[src/rtl/fetch_unit.sv]
// PC / IR stage of the multicycle DLX core: holds PC, latches the fetched
// word, applies controller PC-update strobes and decodes register fields.
module fetch_unit #(
  parameter logic [31:0] RESET_PC = 32'h0000_0000,
  parameter logic [4:0]  LINK_REG = 5'd31
) (
  input  logic        clk,
  input  logic        reset_n,
  input  logic        enable_I,
  input  logic        enable_PC,
  input  logic        sel_inc,
  input  logic        load_new_PC,
  input  logic        link,
  input  logic [31:0] reg_a,
  input  logic [31:0] imem_rdata,
  output logic [31:0] imem_addr,
  output logic [5:0]  opcode,
  output logic [4:0]  rs1,
  output logic [4:0]  rs2,
  output logic [4:0]  dest_reg,
  output logic [31:0] imm_sext,
  output logic [31:0] link_data,
  output logic        misalign_err
);

  localparam logic [5:0] OP_RTYPE = 6'h00;
  localparam logic [5:0] OP_J     = 6'h02;
  localparam logic [5:0] OP_JAL   = 6'h03;
  localparam logic [5:0] OP_JALR  = 6'h13;

  logic [31:0] pc_q, pc_d;
  logic [31:0] ir_q, ir_d;
  logic        mis_q, mis_d;
  logic [31:0] off_j, off_b, target;
  logic        is_jump;

  // link only qualifies the write-back; the return address is simply PC
  logic unused_link;
  assign unused_link = link;

  assign is_jump = (ir_q[31:26] == OP_J) || (ir_q[31:26] == OP_JAL);
  assign off_j   = {{4{ir_q[25]}}, ir_q[25:0], 2'b00};
  assign off_b   = {{14{ir_q[15]}}, ir_q[15:0], 2'b00};
  assign target  = load_new_PC ? reg_a : (pc_q + (is_jump ? off_j : off_b));

  always_comb begin
    pc_d  = pc_q;
    ir_d  = ir_q;
    mis_d = mis_q;
    if (enable_I) ir_d = imem_rdata;
    if (enable_PC) begin
      if (sel_inc) begin
        pc_d = pc_q + 32'd4;
      end else begin
        // force alignment of the redirect but remember that it happened
        pc_d = target & ~32'h3;
        if (target[1:0] != 2'b00) mis_d = 1'b1;
      end
    end
  end

  always_ff @(posedge clk or negedge reset_n) begin
    if (!reset_n) begin
      pc_q  <= RESET_PC;
      ir_q  <= 32'h0;
      mis_q <= 1'b0;
    end else begin
      pc_q  <= pc_d;
      ir_q  <= ir_d;
      mis_q <= mis_d;
    end
  end

  always_comb begin
    dest_reg = ir_q[20:16];
    if (ir_q[31:26] == OP_JAL || ir_q[31:26] == OP_JALR) dest_reg = LINK_REG;
    else if (ir_q[31:26] == OP_RTYPE)                    dest_reg = ir_q[15:11];
  end

  assign imem_addr    = pc_q;
  assign link_data    = pc_q;
  assign opcode       = ir_q[31:26];
  assign rs1          = ir_q[25:21];
  assign rs2          = ir_q[20:16];
  assign imm_sext     = {{16{ir_q[15]}}, ir_q[15:0]};
  assign misalign_err = mis_q;

endmodule

[config.mk]
export PLATFORM = sky130hd
export DESIGN_NAME = fetch_unit
export DESIGN_NICKNAME = d
export VERILOG_FILES = /design/src/rtl/fetch_unit.sv
export SDC_FILE = /design/constraint.sdc
export NUM_CORES = 1
export LEC_CHECK = 0
export BUFFER_PORTS_ARGS = -buffer_cell sky130_fd_sc_hd__clkbuf_2
export CORE_AREA = 5 5 133 135
export DETAILED_ROUTE_END_ITERATION = 6
export DIE_AREA = 0 0 138 140
export GPL_TIMING_DRIVEN = 0
export PLACE_DENSITY = 0.72
export SYNTH_ARGS = -nofsm -noshare
export SYNTH_HDL_FRONTEND = slang
export SYNTH_SLANG_ARGS = --single-unit
export TNS_END_PERCENT = 30
[constraint.sdc]
create_clock -name clk -period 3.1 [get_ports clk]
set_clock_uncertainty 0.1 [all_clocks]
set_input_delay 0.775 -clock clk [delete_from_list [all_inputs] [get_ports clk]]
set_output_delay 0.775 -clock clk [all_outputs]
set_load 0.02 [all_outputs]
### After elaboration in Yosys (flattened, before gate mapping)

Index checks and enable logic that the tools add are counted.
W data, S select, Z words.

| word-level totals | value |
|---|---|
| register bits | 65 |
| input bits | 71 |
| output and inout port bits | 118 |
| logic and storage cells | 19 |

| cells by class | value |
|---|---|
| add/subtract/negate cells | 2 |
| equal/unequal tests | 3 |
| muxes and demuxes | 5 |
| bitwise logic cells | 1 |
| reductions and logical operators | 5 |

Operator list:

| kind | count |
|---|---|
| $mux W32 | 3 |
| $add A32 B3 Y32 const B | 1 |
| $add A32 B32 Y32 | 1 |
| $eq A6 B2 Y1 const B | 2 |
| $mux W5 | 2 |
| $eq A6 B5 Y1 const B | 1 |
| $logic_not A6 Y1 | 1 |
| $reduce_and A3 Y1 | 1 |
| $logic_or A1 B1 Y1 | 2 |
| $reduce_bool A2 Y1 | 1 |
| $not A1 Y1 | 1 |

### Longest topological paths before layout

Gate-level depths: netlist of the first run.

| logic depth | value |
|---|---|
| depth after elaboration | 7 |
| mapped depth | 13 |
| gate-level depth less buffers | 12 |

### Worst setup path before layout of the first run

No wires, ideal clock.

| path | value |
|---|---|
| path type | register to register |
| start point | register ir_q[15] |
| end point | register pc_q[25], in the netlist imem_addr[25] |
| library setup time | 0.082 ns |
| arrival time | 3.180 ns |
| required time | 2.918 ns |
| setup slack | -0.262 ns |
| cell stages (with the launch flop) | 13 |
| buffers on the path | 1 |
| period minus slack after synthesis | 3.362 ns |
| cell sequence | dfrtp_1 > a21boi_1 > a31o_2 > ha_1 > clkbuf_1 > a21oi_1 > o21bai_1 > a21o_1 > o21bai_1 > a21oi_1 > o31ai_1 > or4_1 > a31oi_1 |

| between the ends | value |
|---|---|
| longest elaborated chain between the ends | 4 |

RTL lines:

| item | line | text |
|---|---|---|
| start, declared | 32 | `logic [31:0] ir_q, ir_d;` |
| start signal, assigned | 69 | `ir_q <= ir_d;` |
| $mux W32 | 44 | `assign target = load_new_PC ? reg_a : (pc_q + (is_jump ? off_j : off_b));` |
| $add A32 B32 Y32 | 44 |  |
| $mux W32 | 44 |  |
| $mux W32 | 52 | `if (sel_inc) begin` |
| end signal, assigned | 68 | `pc_q <= pc_d;` |
| end, declared | 31 | `logic [31:0] pc_q, pc_d;` |

Every way passes these cells.
A chain may end at the register's enable or synchronous reset.

### Final worst setup path of the first run

| path | value |
|---|---|
| start point | register ir_q[28] |
| end point | register pc_q[25], in the netlist imem_addr[25] |

| between the ends | value |
|---|---|
| longest elaborated chain between the ends | 6 |
| elaborated cells on any way between the ends | 7 |
| classes of those cells | 1 x add/sub; 2 x eq/ne; 3 x mux; 1 x reduce/logical |

RTL lines:

| item | line | text |
|---|---|---|
| $eq A6 B2 Y1 | 41 | `assign is_jump = (ir_q[31:26] == OP_J) \|\| (ir_q[31:26] == OP_JAL);` |
| $logic_or A1 B1 Y1 (*) | 41 |  |
| $mux W32 (*) | 44 |  |
| $add A32 B32 Y32 (*) | 44 |  |
| $mux W32 (*) | 44 |  |
| $mux W32 (*) | 52 |  |

Every way passes the cells marked *; elsewhere a longest branch is shown, timed or not.

==> run metrics, run 1 <==
Final Slew Violations=0; Async SR Flop Fraction=1.00; vias in the first global route=5628; Detailed Route Iter0 Violations=542; PD cells=818 nW/um^2; Leak=3.46 nW; met2 WL=8990 microns; layout cells sized above 1=0.396; Max Cap Viol=0; WL/cell=18.1 microns; estimated wirelength of the detail-placed design=15600 microns; number of I/O pins=189; CP startpoint kind=flop; HP Class=in2async; RD Place Congestion=0.930; # rows=47; Seq cells post-synth=63; Peak VDD IR=0.000360 V; Die X=138 microns; antenna cells=0; die area=19300 sq um; Num CTS Buffers=9; Worst-Skew Late Latency=0.35 ns; CTS root buffer=clkbuf_16; met3 wire length=1510 microns; gr ovfl total=0; RSZ-0062 raised after global routing=true; utilization after layout=0.454; final antenna-violating net count=0; Warnings, synthesis=0; GRT Overall Usage=0.199; Mean Syn Cell Area=8.34 sq um; crit path capture type=flop; Met1 Wirelength=9070 microns; final setup fails=1; Synth-to-Final Area Change=31.7%; Clock transition at path regs=0.06 ns; Hold Buf Count CTS=0; Via density=5.36; Cells after Synth=676; Die Y=140 microns; Slew @ Worst Pin=0.776 ns; final period utilization=1.00; Slew HR=0.483; vias after detailed routing=5904; Max FO, Critical Path=5; global-route wire length before repair=31200 microns; Arr. time, crit path=3.27 ns; residual DRC count=0; Seq/Total Area, Yosys=0.280; setup ws final=-0.00364 ns; Critical Setup Path Class=reg2reg; highest routed metal layer=met4; Total Power=6.07 mW; core area=16300 sq um; Period minus WS final=3.10 ns; clk buf depth=2; Starting Density=0.345; final net count=982; CTS tree=done; cell area after synthesis=5640 sq um; Reg2Reg Setup Slack=-0.004 ns; H-tree levels=3; Routed WL=20000 microns; initial antenna violation count=0; final hold violation count=0; largest net degree at the start of global routing=41; Netlist cell types=66; R2R cell count=13; run status=finished with violations; clock sink total=63; CP required=3.27 ns; Port Buffers=181; EDFF count, synth=0; Main synth FF type=dfrtp_1; Pre-antenna DRT Iters=6; failing checks=negative setup slack; f_max=322 MHz
==> sequential cells by signal, indices dropped and copies added (netlist names) <==
name          cells
ir_q             32
misalign_err      1
imem_addr        30
==> report_power, final <==
group | switching, mW | leakage, nW | internal, mW
Clock | 0.399 | 0.144 | 0.639
Sequential | 0.464 | 0.729 | 1.00
Combinational | 2.02 | 2.58 | 1.54
==> cells in the mapped netlist (all sizes together) (4+ instances only) <==
master  number  area [sq um]
o211ai       7          66.3
a211oi       6          45.0
xor2         8          70.1
clkbuf      26          97.6
a31oi       10          62.6
o221ai       4          35.0
mux2        32           360
a21o        12          91.3
nand2b       5          31.3
mux2i        8          80.1
o21bai       7          52.6
nand2       72           278
nor2b        7          43.8
and2         5          32.5
xnor2       23           201
nand3       27           135
a211o        4          36.3
nand4        9          56.3
and3         9          56.3
a21oi       69           345
nor3         9          56.3
ha          33           413
inv         18          67.6
o22ai       10          62.6
o21ai       44           231
buf         58           430
o21a         5          37.5
nor2        30           113
dfrtp       63          1580
a31o        11          96.3
a221oi       7          61.3
==> worst max-delay path, cell delays in order, from the launching register on <==
cell      delay (ns)
dfrtp_2         0.42
nor4_4          0.29
buf_6           0.17
a21boi_4        0.08
a31o_2          0.25
ha_4            0.30
inv_1           0.06
o21bai_1        0.14
a21o_1          0.16
buf_4           0.13
nor2_1          0.04
and4_4          0.19
or4_4           0.52
a31oi_2         0.17
==> logic make-up after synthesis <==
logic type,count (synthesis),share of synthesized area
compound gates,219,0.251
xor+xnor,31,0.0481
fa+ha+maj,34,0.0768
buf+inv,102,0.106
flops,63,0.280
mux,40,0.0781
other cells,1,0.000665
simple gates,186,0.160
==> cell type report <==
| cell class | instances | area [sq um] |
|---|---|---|
| Clock buffer | 10 | 239 |
| Tap cell | 220 | 275 |
| Inverter | 18 | 67.6 |
| Multi-Input combinational cell | 515 | 3680 |
| Sequential cell | 63 | 1580 |
| Timing Repair Buffer | 191 | 1000 |
| Buffer | 79 | 519 |
| Clock inverter | 6 | 60.1 |
| Fill cell | 1671 | 8920 |
==> metrics by stage <==
stage | setup WS, ns | hold WS (ns) | TNS, ns | area [sq um] | instances
2_1_floorplan | 0.0166 | 0.379 | 0 | 5690 | 679
3_3_place_gp | -0.332 | 0.362 | -1.76 | 6870 | 1080
3_5_place_dp | -0.382 | 0.370 | -2.12 | 6890 | 1081
4_1_cts | -0.00880 | 0.267 | -0.00880 | 7290 | 1100
5_1_grt | -0.107 | 0.286 | -0.107 | 7430 | 1102
6_report | -0.00364 | 0.263 | -0.00364 | 7430 | 1102
==> what timing repair did <==
| action | in CTS | in global routing |
|---|---|---|
| setup buffers | 6 | 3 |
| setup endpoints to repair | 12 | 10 |
| pin swaps | 7 | 11 |
| endpoints found under the hold margin | 0 | 0 |
| gates cloned | 1 | 0 |
| gates resized for setup | 15 | 18 |
==> cells in the final DEF (no fill, tap or decap), types with 11 or more instances in the layout <==
cell type    n
a21o_1      11
a21oi_1     66
buf_4       60
clkbuf_1    20
clkbuf_2   180
dfrtp_1     58
ha_1        26
inv_1       18
mux2_2      32
nand2_1     69
nand3_1     27
nor2_1      29
o21ai_0     43
xnor2_1     23
==> worst paths after layout <==
check | startpoint | to
setup / recovery | ir_q[28] | imem_addr[25]
hold / removal | reset_n | ir_q[9]
setup reg to reg | ir_q[28] | imem_addr[25]
hold reg to reg | misalign_err | misalign_err
max in group asynchronous | reset_n | imem_addr[2]
min in group clk | misalign_err | misalign_err
==> per-layer routing <==
metal,track usage,vias up
met3,0.0467,26
li1,-,2849
met2,0.309,271
met5,0,-
met4,0.0697,0
met1,0.273,2758
Note: power is estimated with default switching activity, not from simulation.
==> run 2, diff against run 1 <==
- CORE_AREA: 5 5 133 135 -> 5 5 118 120
- DIE_AREA: 0 0 138 140 -> 0 0 123 125
- PLACE_DENSITY: 0.72 -> 0.8
==> run 2 against run 1 <==
Compared with the run above: the run still ends with negative setup slack left; die area is 20% lower; fmax is 0.17% lower; first-iteration DRC count is 13% lower; clock-buffer cell count increased by 2; critical path type unchanged; utilization increased by 12 points; largest cell class unchanged; total power is 2.2% higher.
==> run metrics, run 2 (synthesized netlist as in run 1, its figures left out) <==
layout cells sized above 1=0.407 (was 0.396); PD cells=834 nW/um^2 (was 818 nW/um^2); Die Y=125 microns (was 140 microns); Worst-Skew Late Latency=0.33 ns (was 0.35 ns); antenna cells=0 (unchanged); H-tree levels=3 (unchanged); CP startpoint kind=flop (unchanged); clock sink total=63 (unchanged); Pre-antenna DRT Iters=5 (was 6); Period minus WS final=3.11 ns (was 3.10 ns); vias after detailed routing=5990 (was 5904); clk buf depth=2 (unchanged); global-route wire length before repair=29900 microns (was 31200 microns); GRT Overall Usage=0.244 (was 0.199); run status=finished with violations (unchanged); Routed WL=19100 microns (was 20000 microns); final net count=983 (was 982); die area=15400 sq um (was 19300 sq um); gr ovfl total=0 (unchanged); RD Place Congestion=0.952 (was 0.930); Starting Density=0.438 (was 0.345); Detailed Route Iter0 Violations=471 (was 542); vias in the first global route=5764 (was 5628); Die X=123 microns (was 138 microns); f_max=322 MHz (about the same); Slew HR=0.525 (was 0.483); Worst path slowest cell=or4_4 (unchanged); Port Buffers=181 (unchanged); commonest non-fill, non-tap cells in the layout=clkbuf_2 (180), nand2_1 (69), buf_4 (62), a21oi_1 (60), dfrtp_1 (58) (was clkbuf_2 (180), nand2_1 (69), a21oi_1 (66), buf_4 (60), dfrtp_1 (58)); Via density=5.66 (was 5.36); Setup WS pre-CTS=-0.305 ns (was -0.382 ns); HP Class=in2async (unchanged); Num CTS Buffers=9 (unchanged); setup ws final=-0.00894 ns (was -0.00364 ns); CTS tree=done (unchanged); core area=12900 sq um (was 16300 sq um); Buf/Inv on CP=1 (was 3); CP peak stage delay=0.53 ns (was 0.52 ns); Slew @ Worst Pin=0.712 ns (was 0.776 ns); Clock transition at path regs=0.05 ns (was 0.06 ns); RSZ-0062 raised after global routing=true (unchanged); WL/cell=18.0 microns (was 18.1 microns); utilization after layout=0.578 (was 0.454); sequence of cells on the critical path=nor4_4 -> buf_4 -> a21boi_4 -> a31o_2 -> ha_2 -> nand2_1 -> o21a_2 -> a21oi_2 -> o31ai_1 -> or4_4 -> a31oi_1 (was nor4_4 -> buf_6 -> a21boi_4 -> a31o_2 -> ha_4 -> inv_1 -> o21bai_1 -> a21o_1 -> buf_4 -> nor2_1 -> and4_4 -> or4_4 -> a31oi_2); Max Cap Viol=0 (unchanged); largest net degree at the start of global routing=41 (unchanged); CP delay by family, top=compound AO/OA/AOI/OAI gates (was simple AND/OR/NAND/NOR gates); residual DRC count=0 (unchanged); Max FO, Critical Path=7 (was 5); Peak VDD IR=0.000364 V (was 0.000360 V); Final Slew Violations=0 (unchanged); initial antenna violation count=0 (unchanged); Total Power=6.20 mW (was 6.07 mW); Arr. time, crit path=3.26 ns (was 3.27 ns); Synth-to-Final Area Change=32.0% (was 31.7%); max FFs per register=32 (unchanged); estimated wirelength of the detail-placed design=14600 microns (was 15600 microns); worst hold slack=0.270 ns (was 0.263 ns); commonest non-fill, non-tap cell in the layout=clkbuf_2 (unchanged); number of I/O pins=189 (unchanged); CTS root buffer=clkbuf_16 (unchanged); Leak=3.49 nW (was 3.46 nW); CP required=3.25 ns (was 3.27 ns); final period utilization=1.00 (about the same); final antenna-violating net count=0 (unchanged); Critical Setup Path Class=reg2reg (unchanged); final hold violation count=0 (unchanged); Biggest register=ir_q (unchanged); crit path capture type=flop (unchanged); # rows=42 (was 47); Hold Buf Count CTS=0 (unchanged); final setup fails=1 (unchanged); failing checks=negative setup slack (unchanged)
-- run 2: per-layer routing --
layer | routed length (microns) | up-vias | track usage | part of all wire
met3 | 1850 | 41 | 0.0565 | 0.097
met1 | 7900 | 2779 | 0.327 | 0.41
li1 | - | 2838 | - | -
met5 | 0 | - | 0 | 0
met4 | 553 | 0 | 0.101 | 0.029
met2 | 8780 | 332 | 0.379 | 0.46
-- run 2: layout make-up --
| cell class | count | area [sq um] |
|---|---|---|
| Fill cell | 1199 | 5430 |
| Multi-Input combinational cell | 514 | 3720 |
| Sequential cell | 63 | 1580 |
| Timing Repair Buffer | 193 | 1010 |
| Buffer | 79 | 519 |
| Clock buffer | 12 | 246 |
| Tap cell | 176 | 220 |
| Clock inverter | 4 | 70.1 |
| Inverter | 18 | 67.6 |
-- run 2: worst paths after layout --
kind	from	end	slack, ns	cells after the start
max	ir_q[29]	imem_addr[25]	-0.009	11
min in group clk	misalign_err	misalign_err	0.38	1
max reg2reg	ir_q[29]	imem_addr[25]	-0.009	11
max in group asynchronous	reset_n	imem_addr[2]	2.08	2
min reg2reg	misalign_err	misalign_err	0.38	1
min	reset_n	ir_q[11]	0.27	1
-- run 2: timing repair --
| action | 4_1_cts | 5_1_grt |
|---|---|---|
| resized for setup | 22 | 24 |
| buffers inserted | 8 | 3 |
| pin swaps | 7 | 14 |
| setup endpoints to repair | 11 | 11 |
-- run 2: report_power, final --
| group | internal (mW) | leakage, nW | total [mW] | switching, mW |
|---|---|---|---|---|
| combinational | 1.60 | 2.60 | 3.66 | 2.06 |
| clock | 0.723 | 0.157 | 1.10 | 0.372 |
| sequential | 1.01 | 0.729 | 1.45 | 0.447 |
-- run 2: through the flow --
stage          instances  cell area (sq um)  setup TNS (ns)
2_1_floorplan        679               5690               0
3_3_place_gp        1036               6810           -1.59
3_5_place_dp        1037               6830           -1.78
4_1_cts             1056               7310               0
5_1_grt             1059               7440          -0.767
6_report            1059               7440        -0.00894
==> run 3, diff against run 2 <==
- SKIP_LAST_GASP: default -> 1
==> run 3 against run 2 <==
Compared with the run above: the run still ends with negative setup slack left; total power fell by 0.45%; sequential power barely moved; fmax down 0.56%; sequential share of layout area up 0.086 points; first-iteration DRC count increased by 16%; via count grew 0.12%; design area shrank 0.40%.
==> run metrics, run 3 (synthesized netlist as in run 1, its figures left out) <==
Port Buffers=181 (unchanged); final period utilization=1.01 (was 1.00); vias after detailed routing=5997 (was 5990); Worst-Skew Late Latency=0.33 ns (about the same); WL/cell=18.1 microns (was 18.0 microns); RD Place Congestion=0.952 (unchanged); antenna cells=0 (unchanged); PD cells=833 nW/um^2 (was 834 nW/um^2); number of I/O pins=189 (unchanged); CP peak stage delay=0.42 ns (was 0.53 ns); Pint=3.31 mW (was 3.33 mW); Max FO, Critical Path=7 (unchanged); vias in the first global route=5772 (was 5764); Clock transition at path regs=0.06 ns (was 0.05 ns); Flop pwr share=0.235 (was 0.234); Slew @ Worst Pin=0.723 ns (was 0.712 ns); Starting Density=0.438 (unchanged); most used routing layer=met2 (unchanged); HP Class=in2async (unchanged); Leak=3.48 nW (was 3.49 nW); layout cells sized above 1=0.401 (was 0.407); Pre-antenna DRT Iters=5 (unchanged); Biggest register=ir_q (unchanged); global-route wire length before repair=29900 microns (about the same); utilization after layout=0.576 (was 0.578); setup ws final=-0.0263 ns (was -0.00894 ns); Die Y=125 microns (unchanged); Worst path slowest cell=dfrtp_2 (was or4_4); # rows=42 (unchanged); estimated wirelength of the detail-placed design=14600 microns (unchanged); setup_tns=-0.0287 ns (was -0.00894 ns); GRT Overall Usage=0.244 (about the same); run status=finished with violations (unchanged); M1 GR Usage=0.326 (was 0.327); residual DRC count=0 (unchanged); Period minus WS final=3.13 ns (was 3.11 ns); max FFs per register=32 (unchanged); Slew HR=0.518 (was 0.525); clock sink total=63 (unchanged); routing usage on met3=0.0565 (unchanged); RSZ-0062 raised after global routing=true (unchanged); met2 GRT Util=0.378 (was 0.379); final net count=983 (unchanged); largest net degree at the start of global routing=41 (unchanged); initial antenna violation count=0 (unchanged); clock group share of total power=0.177 (about the same); sequence of cells on the critical path=nor4_4 -> buf_4 -> a21boi_4 -> buf_6 -> buf_4 -> a31o_2 -> ha_1 -> a21o_1 -> a21oi_1 -> nor3b_1 -> a31oi_1 -> xnor2_1 -> a21oi_1 (was nor4_4 -> buf_4 -> a21boi_4 -> a31o_2 -> ha_2 -> nand2_1 -> o21a_2 -> a21oi_2 -> o31ai_1 -> or4_4 -> a31oi_1); final hold violation count=0 (unchanged); final setup fails=2 (was 1); Critical Setup Path Class=reg2reg (unchanged); crit path capture type=flop (unchanged); Comb power frac=0.588 (was 0.589); Routed WL=19100 microns (about the same); Buf/Inv on CP=3 (was 1); Synth-to-Final Area Change=31.5% (was 32.0%); clk buf depth=2 (unchanged); die area=15400 sq um (unchanged); Filler cells=1202 (was 1199); Arr. time, crit path=3.24 ns (was 3.26 ns); design area=7410 sq um (was 7440 sq um); Net Switching=2.87 mW (was 2.88 mW); Max Cap Viol=0 (unchanged); commonest non-fill, non-tap cell in the layout=clkbuf_2 (unchanged); Peak VDD IR=0.000359 V (was 0.000364 V); CTS tree=done (unchanged); failing checks=negative setup slack (unchanged); CTS root buffer=clkbuf_16 (unchanged); Via density=5.66 (about the same); H-tree levels=3 (unchanged); CP required=3.21 ns (was 3.25 ns); Final Slew Violations=0 (unchanged); f_max=320 MHz (was 322 MHz); core area=12900 sq um (unchanged); Detailed Route Iter0 Violations=546 (was 471); worst hold slack=0.271 ns (was 0.270 ns); CP startpoint kind=flop (unchanged); Setup WS pre-CTS=-0.305 ns (unchanged); CP delay by family, top=compound AO/OA/AOI/OAI gates (unchanged); commonest non-fill, non-tap cells in the layout=clkbuf_2 (180), nand2_1 (69), buf_4 (62), a21oi_1 (61), dfrtp_1 (58) (was clkbuf_2 (180), nand2_1 (69), buf_4 (62), a21oi_1 (60), dfrtp_1 (58)); Sw Share=0.464 (about the same); gr ovfl total=0 (unchanged); final antenna-violating net count=0 (unchanged); placed cell area=6830 sq um (unchanged); Die X=123 microns (unchanged); Num CTS Buffers=9 (unchanged)
==> run 3: cell type report <==
class / count / area (sq um) / share of cell area
well taps: 176 / 220 / 0.0297
inverters: 18 / 67.6 / 0.00911
repair buffers: 193 / 1010 / 0.137
plain buffers: 79 / 519 / 0.0700
multi-input cells: 514 / 3690 / 0.498
clock buffers: 12 / 246 / 0.0332
clock inverters: 4 / 70.1 / 0.00945
flip-flops and latches: 63 / 1580 / 0.214
==> run 3: path summary, 6_finish.rpt <==
kind                         startpoint             to  slack (ns)  cells after the start
max in group asynchronous       reset_n   imem_addr[2]        2.07                      2
setup reg to reg               ir_q[29]  imem_addr[29]       -0.03                     13
hold / removal                  reset_n       ir_q[11]        0.27                      1
setup / recovery               ir_q[29]  imem_addr[29]       -0.03                     13
hold reg to reg            misalign_err   misalign_err        0.38                      1
min in group clk           misalign_err   misalign_err        0.38                      1
==> run 3: power by group through the flow <==
stage / Sequential (mW) / Combinational, mW / Clock, mW
6_report: 1.45 / 3.63 / 1.10
5_1_grt: 1.49 / 3.93 / 1.15
4_1_cts: 1.43 / 3.45 / 1.11
3_5_place_dp: 1.44 / 3.33 / 0
3_3_place_gp: 1.43 / 3.27 / 0
2_1_floorplan: 1.51 / 2.26 / 0
==> run 3: through the flow <==
step | power, mW | instances
finish | 6.18 | 1059
global route | 6.57 | 1059
CTS | 5.99 | 1056
detailed placement | 4.76 | 1037
global placement | 4.71 | 1036
floorplan | 3.77 | 679
==> run 3: repair_timing <==
action	CTS	global route
pin swaps	7	12
gates resized for setup	21	19
setup buffers	8	3
gates cloned	0	0
hold endpoints to repair	0	0
setup endpoints to repair	11	11
hold buffers	0	0
==> run 3: metal layers <==
metal / wire length [microns] / vias up
met1: 7930 / 2769
met2: 8750 / 336
met5: 0 / -
met4: 601 / 0
li1: - / 2838
met3: 1840 / 54
